### src/rtl/cpu_controller_if.sv
// Bus between the instruction source and the controller, and from the controller
// to the register-file/ALU datapath.
//   slave  : controller side (takes in/load/s, drives every control output)
//   master : instruction source / datapath side (drives in/load/s, observes controls)
interface cpu_controller_if;
    logic [15:0] in;        // instruction word to load into IR
    logic        load;      // IR load enable, honoured in WAIT only
    logic        s;         // start pulse, sampled in WAIT
    logic        w;         // high only while idle in WAIT
    logic [2:0]  readnum;   // register-file read select
    logic [2:0]  writenum;  // register-file write select
    logic        write;     // register-file write enable
    logic [3:0]  vsel;      // one-hot writeback select: mdata, sximm8, PC, C
    logic        loada;
    logic        loadb;
    logic        loadc;
    logic        loads;
    logic        asel;      // 1 selects zero for Ain
    logic        bsel;      // 1 selects sximm5 for Bin
    logic [1:0]  shift;
    logic [1:0]  ALUop;
    logic [15:0] sximm8;
    logic [15:0] sximm5;

    modport slave (
        input  in, load, s,
        output w, readnum, writenum, write, vsel,
        output loada, loadb, loadc, loads, asel, bsel,
        output shift, ALUop, sximm8, sximm5
    );

    modport master (
        output in, load, s,
        input  w, readnum, writenum, write, vsel,
        input  loada, loadb, loadc, loads, asel, bsel,
        input  shift, ALUop, sximm8, sximm5
    );
endinterface

### src/rtl/cpu_controller.sv
// Control stage for the register-file/ALU datapath. Holds the 16-bit instruction
// register, produces sign-extended immediates and sequences a Moore FSM that
// drives every datapath control input. One instruction executes per start pulse.
// Ports:
//   clk   : rising-edge clock
//   reset : asynchronous active-high reset, forces WAIT and clears IR
//   bus   : cpu_controller_if.slave (in/load/s inputs, all control outputs)
module cpu_controller (
    input logic             clk,
    input logic             reset,
    cpu_controller_if.slave bus
);

    typedef enum logic [2:0] {
        StWait,
        StDecode,
        StWriteImm,
        StGetA,
        StGetB,
        StAlu,
        StWriteReg
    } state_e;

    state_e      state_q, state_d;
    logic [15:0] ir_q, ir_d;

    // IR fields
    logic [2:0] opcode;
    logic [1:0] op;
    logic [2:0] rn;
    logic [2:0] rd;
    logic [1:0] sh;
    logic [2:0] rm;

    assign opcode = ir_q[15:13];
    assign op     = ir_q[12:11];
    assign rn     = ir_q[10:8];
    assign rd     = ir_q[7:5];
    assign sh     = ir_q[4:3];
    assign rm     = ir_q[2:0];

    logic is_mov_imm, is_mov_reg, is_alu, is_mvn, is_cmp;

    assign is_mov_imm = (opcode == 3'b110) && (op == 2'b10);
    assign is_mov_reg = (opcode == 3'b110) && (op == 2'b00);
    assign is_alu     = (opcode == 3'b101);
    assign is_mvn     = is_alu && (op == 2'b11);
    assign is_cmp     = is_alu && (op == 2'b01);

    assign bus.sximm8 = {{8{ir_q[7]}}, ir_q[7:0]};
    assign bus.sximm5 = {{11{ir_q[4]}}, ir_q[4:0]};

    // IR only loads while idle; if load and s share an edge, DECODE sees the new word.
    always_comb begin
        ir_d = ir_q;
        if (state_q == StWait && bus.load) begin
            ir_d = bus.in;
        end
    end

    always_ff @(posedge clk or posedge reset) begin
        if (reset) begin
            state_q <= StWait;
            ir_q    <= 16'h0000;
        end else begin
            state_q <= state_d;
            ir_q    <= ir_d;
        end
    end

    // Next state and Moore outputs; everything defaults to inactive.
    always_comb begin
        state_d      = state_q;
        bus.w        = 1'b0;
        bus.readnum  = 3'd0;
        bus.writenum = 3'd0;
        bus.write    = 1'b0;
        bus.vsel     = 4'b0000;
        bus.loada    = 1'b0;
        bus.loadb    = 1'b0;
        bus.loadc    = 1'b0;
        bus.loads    = 1'b0;
        bus.asel     = 1'b0;
        bus.bsel     = 1'b0;
        bus.shift    = 2'b00;
        bus.ALUop    = 2'b00;

        case (state_q)
            StWait: begin
                bus.w = 1'b1;
                if (bus.s) begin
                    state_d = StDecode;
                end
            end
            StDecode: begin
                if (is_mov_imm) begin
                    state_d = StWriteImm;
                end else if (is_mov_reg || is_mvn) begin
                    state_d = StGetB;
                end else if (is_alu) begin
                    state_d = StGetA;
                end else begin
                    state_d = StWait;  // unsupported encoding: no side effects
                end
            end
            StWriteImm: begin
                bus.writenum = rn;
                bus.vsel     = 4'b0100;
                bus.write    = 1'b1;
                state_d      = StWait;
            end
            StGetA: begin
                bus.readnum = rn;
                bus.loada   = 1'b1;
                state_d     = StGetB;
            end
            StGetB: begin
                bus.readnum = rm;
                bus.loadb   = 1'b1;
                state_d     = StAlu;
            end
            StAlu: begin
                bus.shift = sh;
                if (is_mov_reg) begin
                    // Ain forced to zero so the ALU passes shifted Rm through
                    bus.asel  = 1'b1;
                    bus.ALUop = 2'b00;
                    bus.loadc = 1'b1;
                end else if (is_mvn) begin
                    bus.asel  = 1'b1;
                    bus.ALUop = 2'b11;
                    bus.loadc = 1'b1;
                end else if (is_cmp) begin
                    bus.ALUop = 2'b01;
                    bus.loads = 1'b1;
                end else begin
                    bus.ALUop = op;
                    bus.loadc = 1'b1;
                end
                state_d = is_cmp ? StWait : StWriteReg;
            end
            StWriteReg: begin
                bus.writenum = rd;
                bus.vsel     = 4'b0001;
                bus.write    = 1'b1;
                state_d      = StWait;
            end
            default: begin
                state_d = StWait;
            end
        endcase
    end

endmodule

### src/flat_wrapper.sv
// flat-port wrapper written by rule: the top's interface ports become plain ports
module cpu_controller_flat 
  (clk, reset, bus_in, bus_load, bus_s, bus_w, bus_readnum, bus_writenum, bus_write, bus_vsel, bus_loada, bus_loadb, bus_loadc, bus_loads, bus_asel, bus_bsel, bus_shift, bus_ALUop, bus_sximm8, bus_sximm5);
  cpu_controller_if bus_i ();
  input logic clk;
  input logic reset;
  input wire logic [$bits(bus_i.in)-1:0] bus_in;
  input wire logic [$bits(bus_i.load)-1:0] bus_load;
  input wire logic [$bits(bus_i.s)-1:0] bus_s;
  output wire logic [$bits(bus_i.w)-1:0] bus_w;
  output wire logic [$bits(bus_i.readnum)-1:0] bus_readnum;
  output wire logic [$bits(bus_i.writenum)-1:0] bus_writenum;
  output wire logic [$bits(bus_i.write)-1:0] bus_write;
  output wire logic [$bits(bus_i.vsel)-1:0] bus_vsel;
  output wire logic [$bits(bus_i.loada)-1:0] bus_loada;
  output wire logic [$bits(bus_i.loadb)-1:0] bus_loadb;
  output wire logic [$bits(bus_i.loadc)-1:0] bus_loadc;
  output wire logic [$bits(bus_i.loads)-1:0] bus_loads;
  output wire logic [$bits(bus_i.asel)-1:0] bus_asel;
  output wire logic [$bits(bus_i.bsel)-1:0] bus_bsel;
  output wire logic [$bits(bus_i.shift)-1:0] bus_shift;
  output wire logic [$bits(bus_i.ALUop)-1:0] bus_ALUop;
  output wire logic [$bits(bus_i.sximm8)-1:0] bus_sximm8;
  output wire logic [$bits(bus_i.sximm5)-1:0] bus_sximm5;
  assign bus_i.in = bus_in;
  assign bus_i.load = bus_load;
  assign bus_i.s = bus_s;
  assign bus_w = bus_i.w;
  assign bus_readnum = bus_i.readnum;
  assign bus_writenum = bus_i.writenum;
  assign bus_write = bus_i.write;
  assign bus_vsel = bus_i.vsel;
  assign bus_loada = bus_i.loada;
  assign bus_loadb = bus_i.loadb;
  assign bus_loadc = bus_i.loadc;
  assign bus_loads = bus_i.loads;
  assign bus_asel = bus_i.asel;
  assign bus_bsel = bus_i.bsel;
  assign bus_shift = bus_i.shift;
  assign bus_ALUop = bus_i.ALUop;
  assign bus_sximm8 = bus_i.sximm8;
  assign bus_sximm5 = bus_i.sximm5;
  cpu_controller u_core (.clk(clk), .reset(reset), .bus(bus_i));
endmodule
### config.mk
export PLATFORM = sky130hd
export DESIGN_NAME = cpu_controller_flat
export DESIGN_NICKNAME = d
export VERILOG_FILES = /design/src/rtl/cpu_controller_if.sv /design/src/rtl/cpu_controller.sv /design/src/flat_wrapper.sv
export SDC_FILE = /design/constraint.sdc
export NUM_CORES = 1
export LEC_CHECK = 0
export CAP_MARGIN = 10
export CORE_UTILIZATION = 38
export CTS_CLUSTER_SIZE = 20
export DETAILED_ROUTE_END_ITERATION = 12
export PLACE_DENSITY_LB_ADDON = 0.15
export SYNTH_ARGS = -nofsm -noshare
export SYNTH_HDL_FRONTEND = slang
export SYNTH_SLANG_ARGS = --single-unit
### constraint.sdc
create_clock -name clk -period 2.4 [get_ports clk]
set_clock_uncertainty 0.2 [all_clocks]
set_input_delay 0.72 -clock clk [delete_from_list [all_inputs] [get_ports clk]]
set_output_delay 0.72 -clock clk [all_outputs]
set_load 0.01 [all_outputs]
==> impl_metrics.toml <==
[sta]
worst_slack_ns = -0.148
rsz0062_at_grt = "yes"
fmax_mhz = 392
period_needed_ns = 2.55
fin_crit_sh_pct = 106
fin_setup_tns_ns = -0.171
setup_viol = 2
timing.final.hold_violations = 0
maxSlewViolCount = 0

[clock_network]
cts_buffer_depth = 2
numCtsBuffers = 3
hold_buffers = 0
h-tree-depth = 1
clk_latency_ns = 0.31
clk_pin_slew_ns = 0.12
root_buffer = "clkbuf_4"
tritoncts = "done"
cts.sinks = 19

[worst_setup_path]
startpoint_type = "flip-flop"
arrival_ns = 1.63
cp-startpoint = "u_core.ir_q[12]$_DFFE_PP0P_"
reg2reg_slack_ns = 0.56
crit_end = "bus_asel"
cp_data_required_time_ns = 1.48
path_class = "flip-flop to primary output"
ff2ff_path_depth = 4
rr_endpoint = "u_core.ir_q[12]$_DFFE_PP0P_"
reg2reg_from = "u_core.state_q[0]$_DFFE_PP0P_"
end_kind = "primary output"
crit_fanout = 2

[finish]
drive_gt1_share_pct = 40.4
areaGrowthSynthToFinish_pct = 49.3
post-route-cell-area_um2 = 1970
nNetsFinal = 204
n_antenna_cell = 0
fill_cells = 311

[synthesis]
yosys_register_bits = 19
ys_types = 32
synth_top_cell_by_area = "dfrtp_1"
synth_edf_count = 0
syn_area_per_cell_um2 = 10.8
synth_flop_cell = "dfrtp_1"
ys_seq_area_share_pct = 36.0
syn_area_um2 = 1320
syn_inst = 123
post-synth-top-count-cell = "buf_4"
ys_top_cells_by_area = "dfrtp_1 (36%), buf_4 (20%), mux2_4 (11%), mux2_2 (5.1%), and2_1 (2.4%)"
synth_top_area_share_pct = 36.0
async_flop_share_pct = 100
ys_warn_count = 0
synth_common_cells = "buf_4 (35), dfrtp_1 (19), mux2_4 (10)"

[place]
io_buffer_count = 70
gp_congestion = 0.811
dp_hpwl_mm = 2.17
placed_area_um2 = 1900

[detailed_routing]
avgViaCountPerCell = 4.61
vias = 1055
first_pass_iters = 4
post-route-drc-count = 0
ant_nets = 0
wl_mm = 3.04
drt_iter0_markers = 38
wire_per_inst_um = 13.3

[floorplan]
io_pins = 74
die_area_um2 = 3720
die_x_um = 61.0
die_h_um = 61.0
fp-row-count = 21
start_util_pct = 39.6
core_um2 = 3340

[run_status]
violations = "negative setup slack"
status = "finished, violations left"

[grt]
antenna_found_initial = 0
grt_pass1_vias = 988
grt_max_degree = 20
grt.overflow.total = 0
grt_pass1_wl_mm = 4.56
groute.usage.overall_pct = 17.2

[min_path]
worst_hold_path_type = "flip-flop to flip-flop"
min_from = "u_core.ir_q[6]$_DFFE_PP0P_"

[power]
peakVddDrop_mv = 0.654
pwr_density_cell_nw_per_um2 = 1280
leakage_nw = 0.987

[job]
drv_cap = 0
-- worst max-delay path, cell delays in order, from the launching register on --
cell	delay (ns)
dfrtp_1	0.40
or4b_4	0.54
a21boi_2	0.14
and2_1	0.12
buf_2	0.12
-- metal layers --
layer | up-vias | part of all wire, % | GRT usage, %
met5 | - | 0 | 0
met3 | 4 | 6.0 | 4.69
met1 | 504 | 44 | 21.7
met2 | 43 | 49 | 29.0
li1 | 504 | - | -
met4 | 0 | 1.2 | 4.87
-- metrics by stage --
step           worst slack (ns)  std cells  hold WS [ns]  total power, mW  utilization, %
2_1_floorplan             0.214        125         0.303             1.76               -
3_3_place_gp             -0.280        218         0.328             2.25            57.0
3_5_place_dp             -0.280        218         0.326             2.29            57.0
4_1_cts                  -0.184        226         0.356             2.50            57.4
5_1_grt                  -0.226        229         0.367             2.71            59.2
6_report                 -0.148        229         0.351             2.52            59.2
-- what timing repair did --
action                                  in CTS  in global routing
pin swaps                                    4                  1
resized for setup                           62                 24
endpoints found under the setup margin      19                 22
setup buffers                                4                  4
-- layout make-up --
class	count	area, µm²	area share [%]
Timing Repair Buffer	94	838	42.5
Multi-Input combinational cell	64	563	28.5
Sequential cell	19	478	24.2
Tap cell	46	57.6	2.92
Clock buffer	3	22.5	1.14
Clock inverter	1	7.51	0.380
Inverter	2	7.51	0.380
-- cells in the final DEF (no fill, tap or decap), drive strengths merged --
cell	count
and3	4
inv	2
and3b	1
clkbuf	6
clkdlybuf4s15	1
o22ai	1
mux2	16
nor2b	2
mux2i	3
o311a	1
dlymetal6s2s	6
a21oi	2
or2b	1
dfrtp	19
nor3	2
buf	36
dlygate4sd2	3
clkdlybuf4s50	45
a211oi	1
a21boi	1
and2	6
or4b	1
nor3b	1
clkinvlp	1
and2b	1
nor2	7
nand4	1
a22o	3
nand4b	3
nand2	3
conb	3
-- how the worst min path moves through the flow --
stage               depth (start not counted)  slack [ns]                          end
floorplan                                   1        0.30  u_core.ir_q[10]$_DFFE_PP0P_
global placement                            1        0.33   u_core.ir_q[9]$_DFFE_PP0P_
detailed placement                          1        0.33   u_core.ir_q[6]$_DFFE_PP0P_
CTS                                         1        0.36   u_core.ir_q[6]$_DFFE_PP0P_
global route                                1        0.37   u_core.ir_q[6]$_DFFE_PP0P_
finish                                      1        0.35   u_core.ir_q[6]$_DFFE_PP0P_
-- registers in the layout (all words and copies together), names as in the netlist --
name	flops
u_core.ir_q	16
u_core.state_q	3
-- power breakdown --
part           internal [mW]  switching, mW
Sequential             0.482          0.141
Clock                 0.0636          0.109
Combinational           1.06          0.665
Total                   1.61          0.914
-- cells by family after synthesis --
| logic type | after synthesis | synth area share [%] |
|---|---|---|
| DFF | 19 | 36.0 |
| muxes | 19 | 18.7 |
| other | 1 | 0.284 |
| buffers and inverters | 42 | 24.3 |
| and+or+nand+nor | 33 | 15.6 |
| AOI/OAI and AO/OA | 9 | 5.11 |
Power figures use the tool's default switching activity.
